[src/rtl/pir_alarm_pkg.sv]
// Shared definitions for the PIR alarm controller.
//   state_e   : FSM state encoding (also exported on the debug 'state' port)
//   DEF_*     : default parameter values
//   cnt_width : width of a counter that must hold 0..max_val (never zero bits)
package pir_alarm_pkg;

  typedef enum logic [2:0] {
    S_OFF     = 3'd0,
    S_ARMING  = 3'd1,
    S_ARMED   = 3'd2,
    S_ALARM   = 3'd3,
    S_HOLDOFF = 3'd4
  } state_e;

  localparam int unsigned DEF_NUM_SENSORS          = 3;
  localparam int unsigned DEF_DEBOUNCE_CYCLES      = 4;
  localparam int unsigned DEF_ARM_DELAY_CYCLES     = 8;
  localparam int unsigned DEF_ALARM_TIMEOUT_CYCLES = 64;
  localparam int unsigned DEF_HOLDOFF_CYCLES       = 4;

  function automatic int cnt_width(input int unsigned max_val);
    return (max_val < 1) ? 1 : $clog2(max_val + 1);
  endfunction

endpackage

[src/rtl/pir_alarm_ctrl_debounce.sv]
// Single-channel PIR conditioning: 2-flop synchroniser followed by a
// stability filter. The output only follows the synchronised input once it
// has disagreed with the output for DEBOUNCE_CYCLES consecutive cycles, so
// shorter glitches never reach 'dout'.
//   clk, rst : clock, synchronous active-high reset
//   din      : raw asynchronous sensor input
//   dout     : debounced level
module pir_debounce
  import pir_alarm_pkg::*;
#(
  parameter int unsigned DEBOUNCE_CYCLES = DEF_DEBOUNCE_CYCLES
) (
  input  logic clk,
  input  logic rst,
  input  logic din,
  output logic dout
);

  localparam int CW = cnt_width(DEBOUNCE_CYCLES);
  localparam logic [CW-1:0] LAST = CW'(DEBOUNCE_CYCLES - 1);

  logic          s1_q, s1_d, s2_q, s2_d, mot_q, mot_d;
  logic [CW-1:0] cnt_q, cnt_d;

  always_comb begin
    s1_d  = din;
    s2_d  = s1_q;
    mot_d = mot_q;
    cnt_d = '0;
    if (s2_q != mot_q) begin
      // The counter tops out at DEBOUNCE_CYCLES-1; the cycle that would
      // bring it to DEBOUNCE_CYCLES commits the new level and clears it.
      if (cnt_q == LAST) mot_d = s2_q;
      else               cnt_d = cnt_q + 1'b1;
    end
  end

  always_ff @(posedge clk) begin
    if (rst) begin
      s1_q  <= 1'b0;
      s2_q  <= 1'b0;
      mot_q <= 1'b0;
      cnt_q <= '0;
    end else begin
      s1_q  <= s1_d;
      s2_q  <= s2_d;
      mot_q <= mot_d;
      cnt_q <= cnt_d;
    end
  end

  assign dout = mot_q;

endmodule

[src/rtl/pir_alarm_ctrl.sv]
// Motion alarm controller: per-channel debounce, arming delay, latched alarm
// with per-zone capture, optional auto-timeout and post-clear hold-off.
//   clk, rst     : clock, synchronous active-high reset
//   turn         : system enable (async, synchronised here)
//   stop_alarm   : alarm acknowledge level (async, synchronised here)
//   pir_sensor   : raw PIR inputs
//   zone_mask    : 1 = zone may trigger
//   motion       : debounced sensor levels
//   armed        : high in ARMED and ALARM
//   alarm        : alarm output
//   alarm_zones  : zones that triggered the current alarm (sticky)
//   state        : FSM state, for debug
module pir_alarm_ctrl
  import pir_alarm_pkg::*;
#(
  parameter int unsigned NUM_SENSORS          = DEF_NUM_SENSORS,
  parameter int unsigned DEBOUNCE_CYCLES      = DEF_DEBOUNCE_CYCLES,
  parameter int unsigned ARM_DELAY_CYCLES     = DEF_ARM_DELAY_CYCLES,
  parameter int unsigned ALARM_TIMEOUT_CYCLES = DEF_ALARM_TIMEOUT_CYCLES,
  parameter int unsigned HOLDOFF_CYCLES       = DEF_HOLDOFF_CYCLES
) (
  input  logic                   clk,
  input  logic                   rst,
  input  logic                   turn,
  input  logic                   stop_alarm,
  input  logic [NUM_SENSORS-1:0] pir_sensor,
  input  logic [NUM_SENSORS-1:0] zone_mask,
  output logic [NUM_SENSORS-1:0] motion,
  output logic                   armed,
  output logic                   alarm,
  output logic [NUM_SENSORS-1:0] alarm_zones,
  output logic [2:0]             state
);

  localparam int AW = cnt_width(ARM_DELAY_CYCLES);
  localparam int TW = cnt_width(ALARM_TIMEOUT_CYCLES);
  localparam int HW = cnt_width(HOLDOFF_CYCLES);

  // Counters are loaded with N-1 and the exit happens on the edge that sees
  // zero, giving exactly N edges in the state.
  localparam logic [AW-1:0] ARM_INIT  = AW'(ARM_DELAY_CYCLES - 1);
  localparam logic [HW-1:0] HOLD_INIT = HW'(HOLDOFF_CYCLES - 1);
  localparam int unsigned   TMO_M1    =
    (ALARM_TIMEOUT_CYCLES == 0) ? 0 : ALARM_TIMEOUT_CYCLES - 1;
  localparam logic [TW-1:0] TMO_INIT  = TW'(TMO_M1);
  localparam bit            TMO_EN    = (ALARM_TIMEOUT_CYCLES != 0);

  // Per-channel synchronise + debounce
  for (genvar i = 0; i < NUM_SENSORS; i++) begin : g_ch
    pir_debounce #(.DEBOUNCE_CYCLES(DEBOUNCE_CYCLES)) u_db (
      .clk  (clk),
      .rst  (rst),
      .din  (pir_sensor[i]),
      .dout (motion[i])
    );
  end

  // Control input synchronisers
  logic turn1_q, turn1_d, turn2_q, turn2_d;
  logic stop1_q, stop1_d, stop2_q, stop2_d;

  state_e                   state_q, state_d;
  logic [AW-1:0]            arm_q, arm_d;
  logic [TW-1:0]            tmo_q, tmo_d;
  logic [HW-1:0]            hold_q, hold_d;
  logic [NUM_SENSORS-1:0]   zones_q, zones_d;
  logic [NUM_SENSORS-1:0]   trig;

  assign trig = motion & zone_mask;

  always_comb begin
    turn1_d = turn;
    turn2_d = turn1_q;
    stop1_d = stop_alarm;
    stop2_d = stop1_q;
    state_d = state_q;
    arm_d   = arm_q;
    tmo_d   = tmo_q;
    hold_d  = hold_q;
    zones_d = zones_q;

    case (state_q)
      S_OFF: begin
        if (turn2_q) begin
          state_d = S_ARMING;
          arm_d   = ARM_INIT;
        end
      end
      S_ARMING: begin
        if (!turn2_q)          state_d = S_OFF;
        else if (arm_q == '0)  state_d = S_ARMED;
        else                   arm_d   = arm_q - 1'b1;
      end
      S_ARMED: begin
        if (!turn2_q) state_d = S_OFF;
        else if (|trig) begin
          state_d = S_ALARM;
          zones_d = trig;
          tmo_d   = TMO_INIT;
        end
      end
      S_ALARM: begin
        if (!turn2_q) begin
          state_d = S_OFF;
          zones_d = '0;
        end else if (stop2_q || (TMO_EN && tmo_q == '0)) begin
          state_d = S_HOLDOFF;
          zones_d = '0;
          hold_d  = HOLD_INIT;
        end else begin
          // Capture is sticky: masking a zone later keeps its recorded bit.
          zones_d = zones_q | trig;
          if (tmo_q != '0) tmo_d = tmo_q - 1'b1;
        end
      end
      S_HOLDOFF: begin
        if (!turn2_q)          state_d = S_OFF;
        else if (hold_q == '0) state_d = S_ARMED;
        else                   hold_d  = hold_q - 1'b1;
      end
      default: state_d = S_OFF;
    endcase
  end

  always_ff @(posedge clk) begin
    if (rst) begin
      turn1_q <= 1'b0;
      turn2_q <= 1'b0;
      stop1_q <= 1'b0;
      stop2_q <= 1'b0;
      state_q <= S_OFF;
      arm_q   <= '0;
      tmo_q   <= '0;
      hold_q  <= '0;
      zones_q <= '0;
    end else begin
      turn1_q <= turn1_d;
      turn2_q <= turn2_d;
      stop1_q <= stop1_d;
      stop2_q <= stop2_d;
      state_q <= state_d;
      arm_q   <= arm_d;
      tmo_q   <= tmo_d;
      hold_q  <= hold_d;
      zones_q <= zones_d;
    end
  end

  assign armed       = (state_q == S_ARMED) || (state_q == S_ALARM);
  assign alarm       = (state_q == S_ALARM);
  assign alarm_zones = zones_q;
  assign state       = state_q;

endmodule

[config.mk]
export PLATFORM = sky130hd
export DESIGN_NAME = pir_alarm_ctrl
export DESIGN_NICKNAME = d
export VERILOG_FILES = /design/src/rtl/pir_alarm_pkg.sv /design/src/rtl/pir_alarm_ctrl_debounce.sv /design/src/rtl/pir_alarm_ctrl.sv
export SDC_FILE = /design/constraint.sdc
export NUM_CORES = 1
export LEC_CHECK = 0
export CAP_MARGIN = 20
export CORE_AREA = 2 2 62 88
export DETAILED_ROUTE_END_ITERATION = 10
export DIE_AREA = 0 0 64 90
export HOLD_SLACK_MARGIN = 0.08
export PLACE_DENSITY_LB_ADDON = 0.05
export SLEW_MARGIN = 10
export SYNTH_ARGS = -nofsm -noshare
export SYNTH_HDL_FRONTEND = slang
export SYNTH_HIERARCHICAL = 1
export SYNTH_SLANG_ARGS = --single-unit
[constraint.sdc]
create_clock -name clk -period 3.1 [get_ports clk]
set_input_delay 0.31 -clock clk [delete_from_list [all_inputs] [get_ports clk]]
set_output_delay 0.31 -clock clk [all_outputs]
set_load 0.02 [all_outputs]
==> results of run 1 <==
==> power breakdown <==
part	leakage (uW)	internal, uW	switching (uW)
Clock	0.0000714	343	182
Combinational	0.000471	45.5	42.8
Sequential	0.000341	554	23.7
Total	0.000884	943	249
==> layout make-up <==
type | instances | area [sq um] | area share (%)
Clock buffer | 6 | 82.6 | 3.55
Timing Repair Buffer | 22 | 215 | 9.24
Inverter | 13 | 48.8 | 2.10
Tap cell | 66 | 82.6 | 3.55
Sequential cell | 42 | 841 | 36.1
Multi-Input combinational cell | 129 | 998 | 42.9
Clock inverter | 2 | 60.1 | 2.58
==> per-stage QoR <==
stage | worst slack, ns | cell area [sq um] | util (%) | std cells
6_report | 0.733 | 2330 | 46.5 | 280
5_1_grt | 0.578 | 2330 | 46.5 | 280
4_1_cts | 0.730 | 2330 | 46.5 | 280
3_5_place_dp | 1.05 | 2190 | 43.7 | 272
3_3_place_gp | 1.09 | 2190 | 43.7 | 272
2_1_floorplan | 1.41 | 1930 | - | 191
==> logic make-up (layout without fill, tap and decap cells) <==
kind of cell	Yosys count	after routing	share of synthesized area, %
DFF	42	42	43.7
and+or+nand+nor	67	67	23.1
muxes	6	6	3.18
AOI/OAI and AO/OA	40	40	16.1
buffers and inverters	20	43	4.48
adders and majority gates	11	11	7.15
xor gates and xnor gates	5	5	2.27
==> routing by layer <==
layer  track usage (%)  up-vias
met1              16.4      701
met3              4.01        4
li1                  -      741
met4              6.70        0
met2              24.0       26
met5                 0        -
==> synth_stat cells (all sizes together) <==
library cell  instances
a211o                 1
a211oi                8
a21o                  3
a21oi                 4
a222oi                1
a311oi                3
a31oi                 6
and2                  4
and3                  1
and3b                 1
buf                   4
clkbuf                3
dfxtp                42
ha                   11
inv                  13
mux2                  1
mux2i                 5
nand2                 7
nand3                 4
nand4                 1
nand4b                2
nand4bb               1
nor2                  9
nor2b                11
nor3                 10
nor3b                 2
nor4                  7
nor4b                 5
o2111a                1
o211ai                2
o21a                  5
o21ai                 4
o32ai                 2
or3                   1
or3b                  1
xnor2                 3
xor2                  2
==> final timing paths <==
| check | start | to | slack (ns) | cells after the start |
|---|---|---|---|---|
| worst min register to register | g_ch[0].u_db/cnt_q[0] | g_ch[0].u_db/cnt_q[0] | 0.43 | 1 |
| worst max register to register | state[0] | tmo_q[4] | 1.09 | 4 |
| worst min-delay path | g_ch[0].u_db/cnt_q[0] | g_ch[0].u_db/cnt_q[0] | 0.43 | 1 |
| worst max-delay path | state[0] | alarm | 0.73 | 3 |
==> registers in the layout (all words and copies together) (netlist names), 3 cells and up <==
name	count
tmo_q	7
hold_q	3
g_ch.u_db/dout	3
state	3
g_ch.u_db/cnt_q	9
g_ch.u_db/s2_q	3
g_ch.u_db/s1_q	3
arm_q	4
alarm_zones	3
==> critical path, cell delays in order (launching register included) <==
cell and delay, ns:
dfxtp_1 0.65, nand2_1 0.14, nor2_1 0.30, clkdlybuf4s50_1 0.68
==> impl_metrics.ini, run 1 <==
[clock_network]
cts.path.max_buffers = 2
cts_buffers = 5
cts_tree = built
cts.clk_slew.worst_paths_ns = 0.08
cts_resized = 0
cts-hold-fix-buffers = 0
clock-sinks = 42
root_buffer = clkbuf_8
post_cts_buffers = 0
insertion_delay_ns = 0.29
h-tree-depth = 2

[cells_and_area]
syn2layout_area_growth_pct = 20.9
layout-drive-gt1-share_pct = 9.81
final_common_cell = dfxtp_1
fin_nets = 234
final_cell_mix = dfxtp_1 (42), clkdlybuf4s50_1 (20), inv_1 (13)
n_fill_cell = 495
n_antenna_cell = 0

[grt]
antenna_found_initial = 0
gr-usage-all-layers_pct = 14.3
grt_max_degree = 20
grt_pass1_vias = 1502
grt_overflow = 0
grt_pass1_wl_microns = 6570

[die]
core_sq_um = 5000
ioPinCount = 21
die_width_microns = 64
dieArea_sq_um = 5760
rows = 31
start_util_pct = 38.5
dieHeight_microns = 90

[placement]
portBuffers = 20
place_hpwl_microns = 2840
gp_congestion = 0.716

[worst_setup_path]
arrival_ns = 2.06
crit_type = register to primary output
critPathLaunchType = register
end_kind = primary output
crit_path_max_fanout = 14
worstPathRequired_ns = 2.79

[sta]
tns_ns = 0
rsz0062_at_grt = no
report.final.slew_viol_count = 0
fin_crit_sh_pct = 76.4
worst_slew_pin_slew_ns = 0.699
fin_crit_ns = 2.37
finalHoldViolCount = 0
slew_headroom_pct = 52.7
setup_viol = 0
fmax_ghz = 0.422
hold_slack_ns = 0.432
finClkSkew_ns = 0.00446

[synth]
synth.area.top_cells = dfxtp_1 (44%), ha_1 (7.1%), nor2b_1 (3.6%), mux2i_1 (2.6%), nor3_1 (2.6%)
synth_warnings = 6
synth_top_cell_area_share_pct = 43.7
synth_area_sq_um = 1930
synth_cell_types = 45
ys_seq_area_share_pct = 43.7
synth_nets = 212
synth.ff_latch_count = 42
synth_cells = 191
syn_avg_cell_area_sq_um = 10.1
synth_top_area_cell = dfxtp_1

[detailed_routing]
drt-pass1-iter-count = 4
viasPerCell = 5.26
first_iter_violations = 47
wirelength_microns = 3790
drc = 0
met2_wirelength_microns = 1950
met1_length_microns = 1650
topRoutingLayerUsed = met4
via_count = 1472
ant_nets = 0
route.met3.wl_microns = 128
wl_per_cell_microns = 13.5

[min_path]
hp-class = register to register

[power_and_ir_drop]
p_leak_uw = 0.000884
ir_worst_vdd_mv = 0.251
power-per-cell-area_nw_per_um2 = 512
finalPower_uw = 1190

[outcome]
outcome = finished clean

[flow_run]
max_cap_violations = 0
Note: power is estimated with default switching activity, not from simulation.
==> run 2: changes to the inputs <==
==> constraint.sdc (replaced) <==
create_clock -name clk -period 2.2 [get_ports clk]
set_input_delay 0.22 -clock clk [delete_from_list [all_inputs] [get_ports clk]]
set_output_delay 0.22 -clock clk [all_outputs]
set_load 0.02 [all_outputs]
==> run 2 against run 1 <==
  * Worst hold slack worse by 0.0032 ns
  * Register-to-register slack worse by 0.74 ns
  * Sequential power is 39% higher
  * Non-clock buffer count is 5 higher
  * Flip-flop and latch count stayed put
  * First-iteration DRC count is 28% lower
==> impl_metrics.ini, run 2 (same netlist as run 1, synthesis figures left out) <==
[outcome]
outcome = finished clean

[sta]
finalHoldViolCount = 0
tns_ns = 0
slew_headroom_pct = 51.3
setup_viol = 0
fmax_ghz = 0.496
fin_crit_ns = 2.02
fin_crit_sh_pct = 91.7
report.final.slew_viol_count = 0
finClkSkew_ns = 0.00585
worst_slew_pin_slew_ns = 0.721
hold_slack_ns = 0.429
rsz0062_at_grt = no

[grt]
antenna_found_initial = 0
grt_overflow = 0
grt_pass1_vias = 1538
grt_pass1_wl_microns = 7030
grt_max_degree = 20
gr-usage-all-layers_pct = 15.3

[placement]
portBuffers = 20
gp_congestion = 0.780
place_hpwl_microns = 2880

[detailed_routing]
drt-pass1-iter-count = 4
wirelength_microns = 3780
via_count = 1453
wl_per_cell_microns = 13.3
ant_nets = 0
viasPerCell = 5.10
first_iter_violations = 34
drc = 0

[worst_setup_path]
cp-startpoint = state[1]
r2r_start = state[1]
slowest_stage = clkdlybuf4s50_1
rr_worst_depth = 4
worstPathRequired_ns = 1.98
crit_chain = nand2_1, nor2_1, clkdlybuf4s50_1
end_kind = primary output
crit_cells = 3
crit_type = register to primary output
worst-path-buf-inv = 1
crit_family = buffers and inverters
cpPeakStageDelay_ns = 0.63
crit_path_max_fanout = 11
arrival_ns = 1.80
critPathLaunchType = register

[min_path]
hold_depth = 1
hp-class = register to register
min_from = g_ch[2].u_db/cnt_q[0]

[die]
ioPinCount = 21
rows = 31
die_width_microns = 64
dieArea_sq_um = 5760
dieHeight_microns = 90
core_sq_um = 5000
start_util_pct = 38.5

[clock_network]
cts.clk_slew.worst_paths_ns = 0.07
post_cts_buffers = 0
cts_buffers = 5
h-tree-depth = 2
cts_resized = 0
clock-sinks = 42
cts.path.max_buffers = 2
root_buffer = clkbuf_8
insertion_delay_ns = 0.29
cts_tree = built
cts-hold-fix-buffers = 0

[cells_and_area]
biggestRegsByFlops = g_ch.u_db/cnt_q (9), tmo_q (7), arm_q (4)
multi_input_area_sq_um = 998
final_core_util_pct = 46.5
top_register = g_ch.u_db/cnt_q
syn2layout_area_growth_pct = 20.9
n_fill_cell = 482
layout-drive-gt1-share_pct = 11.4
largest_reg_flops = 9
ff_latch_area_sq_um = 841
final_common_cell = dfxtp_1
final_cell_mix = dfxtp_1 (42), clkdlybuf4s50_1 (20), inv_1 (13)
fin_nets = 239
n_antenna_cell = 0

[power_and_ir_drop]
p_sw_uw = 347
finalPower_uw = 1450
comb_power_share_pct = 10.0
ir_worst_vdd_mv = 0.383
power-per-cell-area_nw_per_um2 = 625
p_clk_share_pct = 34.9
switching_share_pct = 23.9
p_leak_uw = 0.000892
sequentialPowerShare_pct = 55.2
p_int_uw = 1110

[flow_run]
max_cap_violations = 0
run 2: cell types whose count changed in the layout (fill, tap and decap cells not counted):
cell	change
clkinv_2	+1
clkbuf_1	+1
buf_4	+4
buf_12	+1
bufinv_16	-2
run 2: power groups by stage:
| stage | registers, uW | clock network, uW | logic [uW] |
|---|---|---|---|
| finish | 802 | 507 | 145 |
| global route | 807 | 564 | 164 |
| CTS | 803 | 527 | 147 |
| detailed placement | 821 | 0 | 146 |
| global placement | 821 | 0 | 142 |
| floorplan | 821 | 0 | 83.5 |
run 2: metal layers:
metal / wire length, microns / up-vias / track usage (%) / share of wire, %
met4: 72 / 0 / 5.98 / 1.9
met2: 1900 / 20 / 25.7 / 50
met5: 0 / - / 0 / 0
met1: 1690 / 675 / 18.5 / 45
met3: 126 / 5 / 3.63 / 3.3
li1: - / 753 / - / -
run 2: worst paths after layout:
kind	slack, ns	end
max	0.18	alarm
min	0.43	g_ch[2].u_db/cnt_q[0]
max reg2reg	0.35	tmo_q[2]
min reg2reg	0.43	g_ch[2].u_db/cnt_q[0]
run 2: final cells by class:
| class | instances | area share [%] |
|---|---|---|
| Timing Repair Buffer | 27 | 11.4 |
| Tap cell | 66 | 3.55 |
| Clock inverter | 1 | 0.215 |
| Clock buffer | 7 | 3.71 |
| Inverter | 13 | 2.10 |
| Multi-Input combinational cell | 129 | 42.9 |
| Sequential cell | 42 | 36.1 |
run 2: per-stage QoR:
stage	instance area [sq um]	std cells	worst slack, ns
after global routing	2330	285	0.0242
after global placement	2240	277	0.309
after floorplan	1930	191	0.509
final	2330	285	0.183
after CTS	2330	285	0.148
after detailed placement	2240	277	0.256
run 2: worst register-to-register path: cells and delay by family, from the launching register on:
family	cells	cell delay, ns
AOI/OAI and AO/OA	2	0.43
and+or+nand+nor	2	0.76
DFF	1	0.59
==> run 3: changes to the inputs <==
--- a/config.mk
+++ b/config.mk
@@ -7,6 +7,7 @@
 export LEC_CHECK = 0
 export CAP_MARGIN = 20
 export CORE_AREA = 2 2 62 88
+export CTS_BUF_LIST = sky130_fd_sc_hd__clkbuf_4
 export DETAILED_ROUTE_END_ITERATION = 10
 export DIE_AREA = 0 0 64 90
 export HOLD_SLACK_MARGIN = 0.08
==> constraint.sdc (replaced) <==
create_clock -name clk -period 1.9 [get_ports clk]
set_input_delay 0.19 -clock clk [delete_from_list [all_inputs] [get_ports clk]]
set_output_delay 0.19 -clock clk [all_outputs]
set_load 0.02 [all_outputs]
==> run 3 against run 2 <==
  * Final cell count increased by 1.4%
  * Routed wire length grew 2.3%
  * Global-route usage is 0.47 points lower
  * Sequential share of layout area increased by 0.15 points
  * Die area stayed put
  * Clock power down 14%
  * Design area is 0.27% lower
  * Flip-flop and latch count is the same
  * Critical endpoint is now tmo_q[3]
  * Worst setup slack got worse by 0.027 ns
  * Largest cell class unchanged
  * Register-to-register slack worse by 0.19 ns
  * Utilization is 0.12 points lower
  * Combinational power increased by 21%
==> impl_metrics.ini, run 3 (same netlist as run 1, synthesis figures left out) <==
[clock_network]
post_cts_buffers = 0
cts.path.max_buffers = 2
root_buffer = clkbuf_4
clock-sinks = 42
cts_tree = built
cts_buffers = 5
h-tree-depth = 2
cts.clk_slew.worst_paths_ns = 0.12
insertion_delay_ns = 0.34

[outcome]
outcome = finished clean

[cells_and_area]
largest_reg_flops = 9
syn2layout_area_growth_pct = 20.5
final_cell_mix = dfxtp_1 (41), clkdlybuf4s50_1 (17), inv_1 (13)
n_antenna_cell = 0
top_register = g_ch.u_db/cnt_q
n_fill_cell = 479
final_common_cell = dfxtp_1
biggestRegsByFlops = g_ch.u_db/cnt_q (9), tmo_q (7), arm_q (4)
fin_nets = 243
layout-drive-gt1-share_pct = 13.5

[die]
rows = 31
die_width_microns = 64
ioPinCount = 21
dieHeight_microns = 90
dieArea_sq_um = 5760
core_sq_um = 5000
start_util_pct = 38.5

[sta]
hold_slack_ns = 0.382
fin_crit_ns = 1.74
final.setup.worst_slack_ns = 0.155
slew_headroom_pct = 55.0
worst_slew_pin_slew_ns = 0.672
finalHoldViolCount = 0
fmax_ghz = 0.573
setup_viol = 0
rsz0062_at_grt = no
finClkSkew_ns = 0.00979
report.final.slew_viol_count = 0
fin_crit_sh_pct = 91.8

[worst_setup_path]
worstPathRequired_ns = 2.17
crit_type = register to register
arrival_ns = 2.01
crit_path_max_fanout = 12
end_kind = register
critPathLaunchType = register

[grt]
grt_max_degree = 20
gr-usage-all-layers_pct = 14.8
grt_pass1_vias = 1503
antenna_found_initial = 0
grt_pass1_wl_microns = 6820
grt_overflow = 0

[placement]
portBuffers = 20
place_hpwl_microns = 2880
gp_congestion = 0.762
pre_cts_ws_ns = -0.0599

[detailed_routing]
ant_nets = 0
wirelength_microns = 3870
wl_per_cell_microns = 13.4
viasPerCell = 5.25
via_count = 1517
drc = 0
first_iter_violations = 42
drt-pass1-iter-count = 5

[flow_run]
max_cap_violations = 0

[min_path]
hp-class = input port to register

[power_and_ir_drop]
power-per-cell-area_nw_per_um2 = 662
p_leak_uw = 0.000925
ir_worst_vdd_mv = 0.352
[run 3: changes by cell type in the layout (fill, tap and decap cells not counted)]
cell and delta:
o21ai_0 -1, dlygate4sd2_1 +2, clkbuf_1 -1, dfxtp_1 -1
clkbuf_4 +6, o21ai_1 +1, dlymetal6s2s_1 +1, clkdlybuf4s50_1 -3
dfxtp_2 +1, clkbuf_8 -6, buf_4 +4, clkinv_1 +1
[run 3: area by class of cell]
class | count | area, sq um | area share, %
repair buffers | 31 | 295 | 12.7
clock buffers | 6 | 45.0 | 1.94
inverters | 13 | 48.8 | 2.10
flip-flops and latches | 42 | 842 | 36.3
multi-input cells | 129 | 998 | 43.0
well taps | 66 | 82.6 | 3.56
clock inverters | 2 | 8.76 | 0.377
[run 3: path summary, 6_finish.rpt]
kind | start | end | slack [ns] | cells past startpoint
setup reg to reg | tmo_q[0] | tmo_q[3] | 0.16 | 7
setup / recovery | tmo_q[0] | tmo_q[3] | 0.16 | 7
hold / removal | pir_sensor[1] | g_ch[1].u_db/s1_q | 0.38 | 2
hold reg to reg | g_ch[0].u_db/cnt_q[0] | g_ch[0].u_db/cnt_q[0] | 0.44 | 1
[run 3: what timing repair did]
item	in CTS	in global routing
hold buffers	0	0
resized for setup	2	3
endpoints found under the setup margin	2	3
[run 3: worst max-delay path, stage by stage (launching register included)]
cell      delay, ns
dfxtp_1        0.40
inv_1          0.08
ha_1           0.20
nor4b_4        0.15
a211oi_4       0.26
buf_4          0.22
a211oi_1       0.10
a311oi_2       0.27
[run 3: per-stage QoR]
step | total power (uW) | utilization, % | instances | instance area [sq um] | setup TNS, ns
2_1_floorplan | 1050 | - | 191 | 1930 | 0
3_3_place_gp | 1120 | 45.3 | 281 | 2270 | 0
3_5_place_dp | 1120 | 45.3 | 281 | 2270 | -0.102
4_1_cts | 1570 | 46.3 | 289 | 2320 | 0
5_1_grt | 1630 | 46.4 | 289 | 2320 | 0
6_report | 1540 | 46.4 | 289 | 2320 | 0
[run 3: per-layer routing]
layer | share of wire, % | vias up | track usage, %
met5 | 0 | - | 0
met4 | 1.2 | 0 | 5.43
met3 | 2.8 | 5 | 3.00
met2 | 51 | 25 | 25.5
met1 | 45 | 729 | 17.9
li1 | - | 758 | -
[run 3: where the power goes]
part,switching [uW],internal [uW]
clock network,281,154
logic,90.9,85.4
registers,19.8,905
